`src/rtl/timer_sched_if.sv`:
```
// CPU peripheral bus seen by timer_sched: address, write data and strobes in; read data and interrupt out.
interface timer_sched_if;
  logic [3:0] AD;
  logic [7:0] DI;
  logic [7:0] DO;
  logic       rw;
  logic       cs;
  logic       intr;

  modport master (output AD, DI, rw, cs, input DO, intr);
  modport slave  (input AD, DI, rw, cs, output DO, intr);
endinterface

```
`src/rtl/timer_sched.sv`:
```
// Prescaled tick scheduler sweeping one shared 16-bit decrementer across NCH timer channels,
// with masked pending flags priority-encoded into a registered interrupt and a read-only vector.
module timer_sched #(
  parameter int          NCH       = 4,
  parameter logic [15:0] PRESC_RST = 16'd999
) (
  input logic          clk,
  input logic          rst,
  timer_sched_if.slave bus
);
  localparam logic [3:0] CH_MASK  = 4'((1 << NCH) - 1);
  localparam logic [1:0] LAST_IDX = 2'(NCH - 1);

  typedef enum logic {IDLE, SWEEP} state_t;

  state_t      r_state, w_state_nxt;
  logic [1:0]  r_idx, w_idx_nxt;
  logic        r_tick_pend, w_tick_pend_nxt, w_ovr_set;
  logic [15:0] r_presc, r_pc;
  logic [7:0]  r_ctrl, r_hold;
  logic [3:0]  r_pend, r_mask;
  logic        r_ovr, r_intr;
  logic [15:0] r_rld [4];
  logic [15:0] r_cnt [4];

  logic        w_wr, w_tick, w_wr_ctrl, w_wr_hold;
  logic [3:0]  w_wr_cnt, w_pend_set, w_pend_clr, w_act;
  logic        w_en_cur, w_per_cur, w_step, w_expire, w_disarm;
  logic [15:0] w_cnt_cur, w_dec;
  logic [1:0]  w_low;
  logic [7:0]  w_vec, w_do;

  assign w_wr      = bus.cs & ~bus.rw;
  assign w_tick    = (r_pc == 16'd0);
  assign w_wr_ctrl = w_wr && (bus.AD == 4'h2);

  always_comb begin
    w_wr_cnt  = 4'b0000;
    w_wr_hold = 1'b0;
    for (int n = 0; n < 4; n++) begin
      if (w_wr && (n < NCH) && (bus.AD == 4'(8 + 2 * n))) w_wr_hold = 1'b1;
      if (w_wr && (n < NCH) && (bus.AD == 4'(9 + 2 * n))) w_wr_cnt[n] = 1'b1;
    end
  end

  // A bus write to CTRL or to this channel's counter pre-empts its sweep step entirely.
  assign w_en_cur   = r_ctrl[{1'b0, r_idx}];
  assign w_per_cur  = r_ctrl[{1'b1, r_idx}];
  assign w_cnt_cur  = r_cnt[r_idx];
  assign w_dec      = w_cnt_cur - 16'd1;
  assign w_step     = (r_state == SWEEP) && w_en_cur && (w_cnt_cur != 16'd0) &&
                      !w_wr_ctrl && !w_wr_cnt[r_idx];
  assign w_expire   = w_step && (w_dec == 16'd0);
  assign w_disarm   = w_expire && (!w_per_cur || (r_rld[r_idx] == 16'd0));
  assign w_pend_set = w_expire ? (4'b0001 << r_idx) : 4'b0000;
  assign w_pend_clr = (w_wr && (bus.AD == 4'h3)) ? bus.DI[3:0] : 4'b0000;

  always_comb begin
    w_state_nxt     = r_state;
    w_idx_nxt       = r_idx;
    w_tick_pend_nxt = r_tick_pend;
    w_ovr_set       = 1'b0;
    case (r_state)
      IDLE: begin
        if (w_tick || r_tick_pend) begin
          w_state_nxt     = SWEEP;
          w_idx_nxt       = 2'd0;
          w_tick_pend_nxt = w_tick & r_tick_pend;
        end
      end
      SWEEP: begin
        if (r_idx == LAST_IDX) w_state_nxt = IDLE;
        else                   w_idx_nxt   = r_idx + 2'd1;
        if (w_tick) begin
          if (r_tick_pend) w_ovr_set       = 1'b1;
          else             w_tick_pend_nxt = 1'b1;
        end
      end
    endcase
  end

  always_ff @(posedge clk or posedge rst) begin
    if (rst) begin
      r_state     <= IDLE;
      r_idx       <= 2'd0;
      r_tick_pend <= 1'b0;
    end else begin
      r_state     <= w_state_nxt;
      r_idx       <= w_idx_nxt;
      r_tick_pend <= w_tick_pend_nxt;
    end
  end

  always_ff @(posedge clk or posedge rst) begin
    if (rst) begin
      r_presc <= PRESC_RST;
      r_pc    <= PRESC_RST;
      r_ctrl  <= 8'h00;
      r_pend  <= 4'h0;
      r_mask  <= 4'h0;
      r_ovr   <= 1'b0;
      r_hold  <= 8'h00;
      r_intr  <= 1'b0;
      for (int n = 0; n < 4; n++) begin
        r_rld[n] <= 16'h0000;
        r_cnt[n] <= 16'h0000;
      end
    end else begin
      if (w_wr && (bus.AD == 4'h1)) r_pc <= {bus.DI, r_presc[7:0]};
      else if (w_tick)              r_pc <= r_presc;
      else                          r_pc <= r_pc - 16'd1;
      if (w_wr && (bus.AD == 4'h0)) r_presc[7:0]  <= bus.DI;
      if (w_wr && (bus.AD == 4'h1)) r_presc[15:8] <= bus.DI;
      if (w_wr && (bus.AD == 4'h4)) r_mask        <= bus.DI[3:0] & CH_MASK;
      if (w_wr_hold)                r_hold        <= bus.DI;

      if (w_wr_ctrl)     r_ctrl <= bus.DI & {CH_MASK, CH_MASK};
      else if (w_disarm) r_ctrl[{1'b0, r_idx}] <= 1'b0;

      r_pend <= (r_pend & ~w_pend_clr) | w_pend_set;

      if (w_ovr_set)                      r_ovr <= 1'b1;
      else if (w_wr && (bus.AD == 4'h6)) r_ovr <= 1'b0;

      for (int n = 0; n < 4; n++) begin
        if (w_wr_cnt[n]) begin
          r_rld[n] <= {bus.DI, r_hold};
          r_cnt[n] <= {bus.DI, r_hold};
        end else if (w_step && (r_idx == 2'(n))) begin
          if (w_expire) r_cnt[n] <= w_per_cur ? r_rld[n] : 16'h0000;
          else          r_cnt[n] <= w_dec;
        end
      end

      r_intr <= |(r_pend & r_mask);
    end
  end

  assign w_act = r_pend & r_mask;

  always_comb begin
    w_low = 2'd0;
    for (int n = 3; n >= 0; n--) begin
      if (w_act[n]) w_low = 2'(n);
    end
  end

  assign w_vec = {|w_act, 5'b00000, w_low};

  always_comb begin
    w_do = 8'h00;
    case (bus.AD)
      4'h0:    w_do = r_presc[7:0];
      4'h1:    w_do = r_presc[15:8];
      4'h2:    w_do = r_ctrl;
      4'h3:    w_do = {4'h0, r_pend};
      4'h4:    w_do = {4'h0, r_mask};
      4'h5:    w_do = w_vec;
      4'h6:    w_do = {7'b0000000, r_ovr};
      default: begin
        for (int n = 0; n < 4; n++) begin
          if (bus.AD[3] && (n < NCH) && (bus.AD[2:1] == 2'(n)))
            w_do = bus.AD[0] ? r_cnt[n][15:8] : r_cnt[n][7:0];
        end
      end
    endcase
  end

  assign bus.DO   = w_do;
  assign bus.intr = r_intr;
endmodule
```
`src/flat_wrapper.sv`:
```
// flat-port wrapper written by rule: the top's interface ports become plain ports
module timer_sched_flat 
#(
  parameter int          NCH       = 4,
  parameter logic [15:0] PRESC_RST = 16'd999
)
  (clk, rst, bus_AD, bus_DI, bus_rw, bus_cs, bus_DO, bus_intr);
  timer_sched_if bus_i ();
  input logic clk;
  input logic rst;
  input wire logic [$bits(bus_i.AD)-1:0] bus_AD;
  input wire logic [$bits(bus_i.DI)-1:0] bus_DI;
  input wire logic [$bits(bus_i.rw)-1:0] bus_rw;
  input wire logic [$bits(bus_i.cs)-1:0] bus_cs;
  output wire logic [$bits(bus_i.DO)-1:0] bus_DO;
  output wire logic [$bits(bus_i.intr)-1:0] bus_intr;
  assign bus_i.AD = bus_AD;
  assign bus_i.DI = bus_DI;
  assign bus_i.rw = bus_rw;
  assign bus_i.cs = bus_cs;
  assign bus_DO = bus_i.DO;
  assign bus_intr = bus_i.intr;
  timer_sched #(.NCH(NCH), .PRESC_RST(PRESC_RST)) u_core (.clk(clk), .rst(rst), .bus(bus_i));
endmodule
```
`config.mk`:
```
export PLATFORM = sky130hd
export DESIGN_NAME = timer_sched_flat
export DESIGN_NICKNAME = d
export VERILOG_FILES = /design/src/rtl/timer_sched_if.sv /design/src/rtl/timer_sched.sv /design/src/flat_wrapper.sv
export SDC_FILE = /design/constraint.sdc
export NUM_CORES = 1
export LEC_CHECK = 0
export ABC_AREA = 1
export CORE_MARGIN = 2
export CORE_UTILIZATION = 40
export DETAILED_ROUTE_END_ITERATION = 10
export PLACE_DENSITY = 0.53
export SETUP_SLACK_MARGIN = 0.2
export SYNTH_ARGS = -nofsm -noshare
export SYNTH_HDL_FRONTEND = slang
export SYNTH_SLANG_ARGS = --single-unit
```
`constraint.sdc`:
```
create_clock -name clk -period 15.1 [get_ports clk]
set_clock_uncertainty 0.15 [all_clocks]
set_input_delay 3.02 -clock clk [delete_from_list [all_inputs] [get_ports clk]]
set_output_delay 3.02 -clock clk [all_outputs]
set_load 0.005 [all_outputs]
```
==> flow_metrics.env, run 1 <==
export IMPL_power_density_nw_per_um2=131
export IMPL_path_clk_slew_ns=0.08
export IMPL_grt_use_total_pct=30.2
export IMPL_cts_tree="done"
export IMPL_grt_pass1_wl_mm=65.3
export IMPL_synth_edf_count=0
export IMPL_yosys_area_top_type_share_pct=38.4
export IMPL_synthToLayoutAreaGrowth_pct=9.69
export IMPL_combinationalPowerShare_pct=26.7
export IMPL_switchingPower_uw=630
export IMPL_clk_latency_ns=0.46
export IMPL_r2r_worst_path_cells=20
export IMPL_dp_cells=2028
export IMPL_fill_cells=2948
export IMPL_cts_resized=0
export IMPL_hold_path_cell_count=2
export IMPL_place_congestion=0.970
export IMPL_post_cts_buffers=0
export IMPL_wirelength_mm=43.1
export IMPL_outcome="finished clean"
export IMPL_tns_ns=0
export IMPL_grt_max_degree=124
export IMPL_sw_frac_of_total_pct=38.6
export IMPL_grt_pass1_vias=10300
export IMPL_drive_gt1_share_pct=5.29
export IMPL_yosys_top_cells_count="nand2_1 (576), inv_1 (238), nand3_1 (177)"
export IMPL_antenna_cells=0
export IMPL_maxSlewViolCount=0
export IMPL_fin_crit_ns=8.92
export IMPL_endpoint_kind="output port"
export IMPL_cp_start_kind="input pin"
export IMPL_nets=1693
export IMPL_io_pins=25
export IMPL_die_h_um=172
export IMPL_portBuffers=24
export IMPL_ir_worst_vdd_mv=0.0793
export IMPL_dp_hpwl_mm=30.6
export IMPL_yosysWarnings=0
export IMPL_path_max_fanout=54
export IMPL_antenna_found_initial=1
export IMPL_syn_nets=1699
export IMPL_yosysUniqueCellTypes=41
export IMPL_worstSetupPathType="in2out"
export IMPL_die_w_um=172
export IMPL_worstMarginPinSlew_ns=1.04
export IMPL_finalSetupViolCount=0
export IMPL_drt_initial_drc_count=1188
export IMPL_slew_headroom_pct=30.3
export IMPL_die_area_um2=29700
export IMPL_pwr_share_clk_pct=28.3
export IMPL_synth_top_cell_by_area="dfrtp_1"
export IMPL_post_drt_wl_per_cell_um=20.9
export IMPL_core_um2=27900
export IMPL_drc_errors=0
export IMPL_p_int_mw=1.00
export IMPL_fmax_mhz=112
export IMPL_ctsHoldBuffers=0
export IMPL_overflow=0
export IMPL_synth_most_common_cell="nand2_1"
export IMPL_vias_per_cell=5.38
export IMPL_ys_ff_latch=190
export IMPL_power_mw=1.63
export IMPL_dpl_worst_slack_ns=6.19
export IMPL_arrival_ns=5.75
export IMPL_avgSynthCellArea_um2=6.77
export IMPL_htree_levels=4
export IMPL_final_hold_viol_count=0
export IMPL_antenna_left=0
export IMPL_final_cells=2060
export IMPL_p_leak_nw=6.39
export IMPL_setup_slack_ns=6.18
export IMPL_r2r_setup_slack_ns=9.88
export IMPL_ys_async_sr_fraction_pct=100
export IMPL_clock_sinks=190
export IMPL_hp_class="reg2reg"
export IMPL_syn_area_um2=11300
export IMPL_drv_cap=0
export IMPL_rows=61
export IMPL_cts_buffer_depth=2
export IMPL_dr_pass1_iters=6
export IMPL_start_util_pct=40.7
export IMPL_ys_flop_type="dfrtp_1"
export IMPL_vias=11100
export IMPL_rsz0062_at_grt="false"
export IMPL_cp_data_required_time_ns=11.93
export IMPL_seq_area_frac_synth_pct=42.1
export IMPL_period_share_pct=59.1
export IMPL_synth_area_leaders="dfrtp_1 (38%), nand2_1 (19%), inv_1 (7.9%)"
export IMPL_synthCells=1675
export IMPL_seqPwrFrac_pct=44.9
export IMPL_cts_buffers=17
export IMPL_clock_root_buffer="clkbuf_16"
==> cell families after synthesis <==
group,after synthesis,synth area share (%)
AOI/OAI and AO/OA,219,10.7
xor gates and xnor gates,7,0.541
adders and majority gates,9,0.971
buffers and inverters,311,11.2
DFF,190,42.1
muxes,2,0.177
and+or+nand+nor,937,34.3
==> through the flow <==
stage	instance area (µm²)	utilization [%]	hold WS (ns)
final	12400	44.6	0.338
after floorplan	11300	-	0.303
after detailed placement	11900	42.6	0.324
after global placement	11900	42.6	0.319
after CTS	12400	44.6	0.342
after global routing	12400	44.6	0.370
==> cell usage in the layout (no fill, tap or decap), types with 5 or more instances in the layout <==
cell,Yosys,layout
dfrtp_1,174,174
o21ai_0,164,163
nand3_1,177,177
a221oi_1,10,10
xnor2_1,6,6
a21oi_1,18,18
nor2_1,128,124
dfstp_2,16,16
buf_4,16,17
nand2_1,576,576
clkbuf_16,0,17
clkdlybuf4s50_1,0,23
o22ai_1,9,9
nand4_1,16,16
nor4_1,14,14
clkinv_4,0,5
nor2_2,2,6
nand2_2,5,5
nor3_1,12,12
inv_1,238,237
ha_1,8,8
==> flip-flops by register name (all words and copies together), names as in the netlist <==
signal and flops:
u_core.r_cnt 64, u_core.r_rld 64, u_core.r_pc 16, u_core.r_presc 16
u_core.r_ctrl 8, u_core.r_hold 8, u_core.r_mask 4, u_core.r_pend 4
u_core.r_idx 2, u_core.bus.intr 1, u_core.r_ovr 1, u_core.r_state 1
u_core.r_tick_pend 1
==> cell type report <==
type	count	area, µm²	share of cell area (%)
multi-input cells	1174	5310	42.7
flip-flops and latches	190	4770	38.4
inverters	245	930	7.48
well taps	378	473	3.80
clock buffers	19	453	3.64
repair buffers	41	363	2.92
clock inverters	13	126	1.02
==> power groups by stage <==
stage	combinational, mW	clock (mW)	sequential, mW
3_5_place_dp	0.430	0	0.739
3_3_place_gp	0.426	0	0.740
2_1_floorplan	0.307	0	0.698
6_report	0.437	0.463	0.734
4_1_cts	0.432	0.469	0.730
5_1_grt	0.496	0.488	0.745
==> critical path, cell delays in order <==
cell,delay [ns]
buf_2,0.60
inv_1,0.44
nand2_1,0.19
nor2_1,0.15
nand2_1,0.09
nand3_1,0.11
a221oi_1,0.36
nand3_1,0.26
clkdlybuf4s50_1,0.51
==> path summary, 6_finish.rpt <==
check	from	to
worst max-delay path	bus_AD[0]	bus_DO[2]
worst min-delay path	u_core.r_presc[4]	u_core.r_presc[4]
worst max register to register	u_core.r_idx[0]	u_core.r_cnt[48]
worst min register to register	u_core.r_presc[4]	u_core.r_presc[4]
max in group asynchronous	rst	u_core.r_rld[40]
min in group asynchronous	rst	u_core.r_cnt[29]
==> metal layers <==
layer / vias up / global-route usage [%] / part of all wire, % / routed length, µm
met1: 5304 / 44.2 / 46 / 19900
met5: - / 0 / 0.030 / 13
met4: 2 / 8.99 / 2.5 / 1080
li1: 5284 / - / - / -
met3: 56 / 5.15 / 7.8 / 3360
met2: 447 / 45.8 / 43 / 18700
(Power assumes the default switching activity.)
==> run 2: changes to the inputs <==
Clock period 15.1 ns to 9.33 ns, I/O delays scaled along.
==> run 2 against run 1 <==
  * First-iteration DRC count grew 27%
  * Die area is the same
  * Critical path type unchanged
  * Clock power grew 61%
  * Critical path depth is the same
  * Combinational power grew 59%
  * Final cell count shrank 0.19%
  * Global-route usage shrank 0.92 points
==> flow_metrics.env, run 2 (same netlist as run 1, synthesis figures left out) <==
export IMPL_grt_max_degree=123
export IMPL_cpPeakStageDelay_ns=0.72
export IMPL_rows=61
export IMPL_dr_pass1_iters=5
export IMPL_hp_class="reg2reg"
export IMPL_sw_frac_of_total_pct=38.1
export IMPL_slew_headroom_pct=20.5
export IMPL_fin_crit_ns=6.69
export IMPL_drive_gt1_share_pct=4.95
export IMPL_antenna_found_initial=0
export IMPL_hold_path_cell_count=2
export IMPL_overflow=0
export IMPL_path_max_fanout=54
export IMPL_post_cts_buffers=0
export IMPL_r2r_setup_slack_ns=4.04
export IMPL_maxSlewViolCount=0
export IMPL_outcome="finished clean"
export IMPL_multi_input_area_um2=5310
export IMPL_fill_cells=2939
export IMPL_tns_ns=0
export IMPL_place_congestion=0.948
export IMPL_grt_pass1_vias=10300
export IMPL_clk_latency_ns=0.46
export IMPL_clock_root_buffer="clkbuf_16"
export IMPL_die_h_um=172
export IMPL_p_int_mw=1.62
export IMPL_cts_buffer_depth=2
export IMPL_crit_chain="buf_2, inv_1, nand2_1, nor2_1, nand2_1, nand3_1, a221oi_1, nand3_1, clkdlybuf4s50_1"
export IMPL_antenna_cells=0
export IMPL_seqPwrFrac_pct=44.9
export IMPL_arrival_ns=4.68
export IMPL_cts_tree="done"
export IMPL_post_drt_wl_per_cell_um=20.3
export IMPL_portBuffers=24
export IMPL_cp_endpoint="bus_DO[2]"
export IMPL_pwr_share_clk_pct=28.5
export IMPL_cts_buffers=17
export IMPL_dp_hpwl_mm=29.4
export IMPL_vias=10900
export IMPL_cts_resized=0
export IMPL_final_hold_viol_count=0
export IMPL_seq_area_um2=4770
export IMPL_critPathSlowestCell="buf_2"
export IMPL_htree_levels=4
export IMPL_fin_area_um2=12400
export IMPL_dp_cells=2024
export IMPL_start_util_pct=40.7
export IMPL_drt_initial_drc_count=1509
export IMPL_wirelength_mm=41.7
export IMPL_p_leak_nw=6.38
export IMPL_final_cells=2056
export IMPL_grt_pass1_wl_mm=63.8
export IMPL_antenna_left=0
export IMPL_nets=1689
export IMPL_vias_per_cell=5.32
export IMPL_synthToLayoutAreaGrowth_pct=9.39
export IMPL_worstSetupPathType="in2out"
export IMPL_combinationalPowerShare_pct=26.6
export IMPL_clock_sinks=190
export IMPL_core_um2=27900
export IMPL_layout_commonest_cell="nand2_1"
export IMPL_final_cell_mix="nand2_1 (576), inv_1 (237), nand3_1 (177)"
export IMPL_worstMarginPinSlew_ns=1.19
export IMPL_io_pins=25
export IMPL_drv_cap=0
export IMPL_drc_errors=0
export IMPL_grt_use_total_pct=29.3
export IMPL_rsz0062_at_grt="false"
export IMPL_cp_data_required_time_ns=7.31
export IMPL_power_density_nw_per_um2=211
export IMPL_place_area_um2=11800
export IMPL_fmax_mhz=149
export IMPL_hold_ws_ns=0.347
export IMPL_timing_rr_start="u_core.r_idx[1]"
export IMPL_ctsHoldBuffers=0
export IMPL_ir_worst_vdd_mv=0.127
export IMPL_r2r_end="u_core.r_cnt[16]"
export IMPL_switchingPower_uw=999
export IMPL_path_clk_slew_ns=0.08
export IMPL_finalSetupViolCount=0
export IMPL_die_w_um=172
export IMPL_startpoint="bus_AD[0]"
export IMPL_r2r_worst_path_cells=18
export IMPL_endpoint_kind="output port"
export IMPL_reg_top3="u_core.r_cnt (64), u_core.r_rld (64)"
export IMPL_period_share_pct=71.7
export IMPL_die_area_um2=29700
export IMPL_cp_start_kind="input pin"
-- run 2: cell types whose count changed in the layout (fill, tap and decap cells not counted) --
cell / delta
clkinvlp_4: +1
clkinv_4: -4
nor2_1: +2
inv_6: +1
buf_4: -4
nor2_2: -2
clkbuf_8: -1
inv_8: +3
-- run 2: worst min-delay path by stage --
stage	start	end	slack [ns]
final	u_core.r_presc[7]	u_core.r_presc[7]	0.35
after global routing	u_core.r_ctrl[6]	u_core.r_ctrl[6]	0.37
after CTS	u_core.r_ctrl[6]	u_core.r_ctrl[6]	0.35
after detailed placement	u_core.r_ctrl[6]	u_core.r_ctrl[6]	0.32
after global placement	u_core.r_presc[4]	u_core.r_presc[4]	0.32
after floorplan	u_core.r_ctrl[6]	u_core.r_ctrl[6]	0.30
-- run 2: metal layers --
| metal | share of wire [%] | global-route usage (%) |
|---|---|---|
| met5 | 0 | 0 |
| met1 | 48 | 43.1 |
| met2 | 43 | 43.8 |
| met3 | 6.6 | 4.49 |
| met4 | 3.2 | 10.1 |
-- run 2: area by class of cell --
class                      instances  area share, %
multi-input combinational       1174           42.8
sequential                       190           38.5
clock buffer                      18           3.54
clock inverter                    14           1.14
tap                              378           3.81
inverter                         245           7.50
timing repair buffer              37           2.68
-- run 2: metrics by stage --
| step | worst slack [ns] | power, mW | utilization [%] |
|---|---|---|---|
| finish | 2.64 | 2.62 | 44.5 |
| global route | 2.45 | 2.78 | 44.5 |
| CTS | 2.65 | 2.62 | 44.5 |
| detailed placement | 2.67 | 1.88 | 42.4 |
| global placement | 2.72 | 1.87 | 42.4 |
| floorplan | 2.17 | 1.63 | - |
-- run 2: critical path: cells and delay by family --
| family | cells | cell delay, ns |
|---|---|---|
| AOI/OAI and AO/OA | 1 | 0.36 |
| buffers and inverters | 3 | 1.68 |
| and+or+nand+nor | 5 | 0.74 |
-- run 2: power by group through the flow --
stage / Clock (mW) / Combinational [mW] / Sequential [mW]
finish: 0.747 / 0.697 / 1.18
global route: 0.791 / 0.800 / 1.19
CTS: 0.759 / 0.694 / 1.17
detailed placement: 0 / 0.691 / 1.18
global placement: 0 / 0.683 / 1.19
floorplan: 0 / 0.496 / 1.13
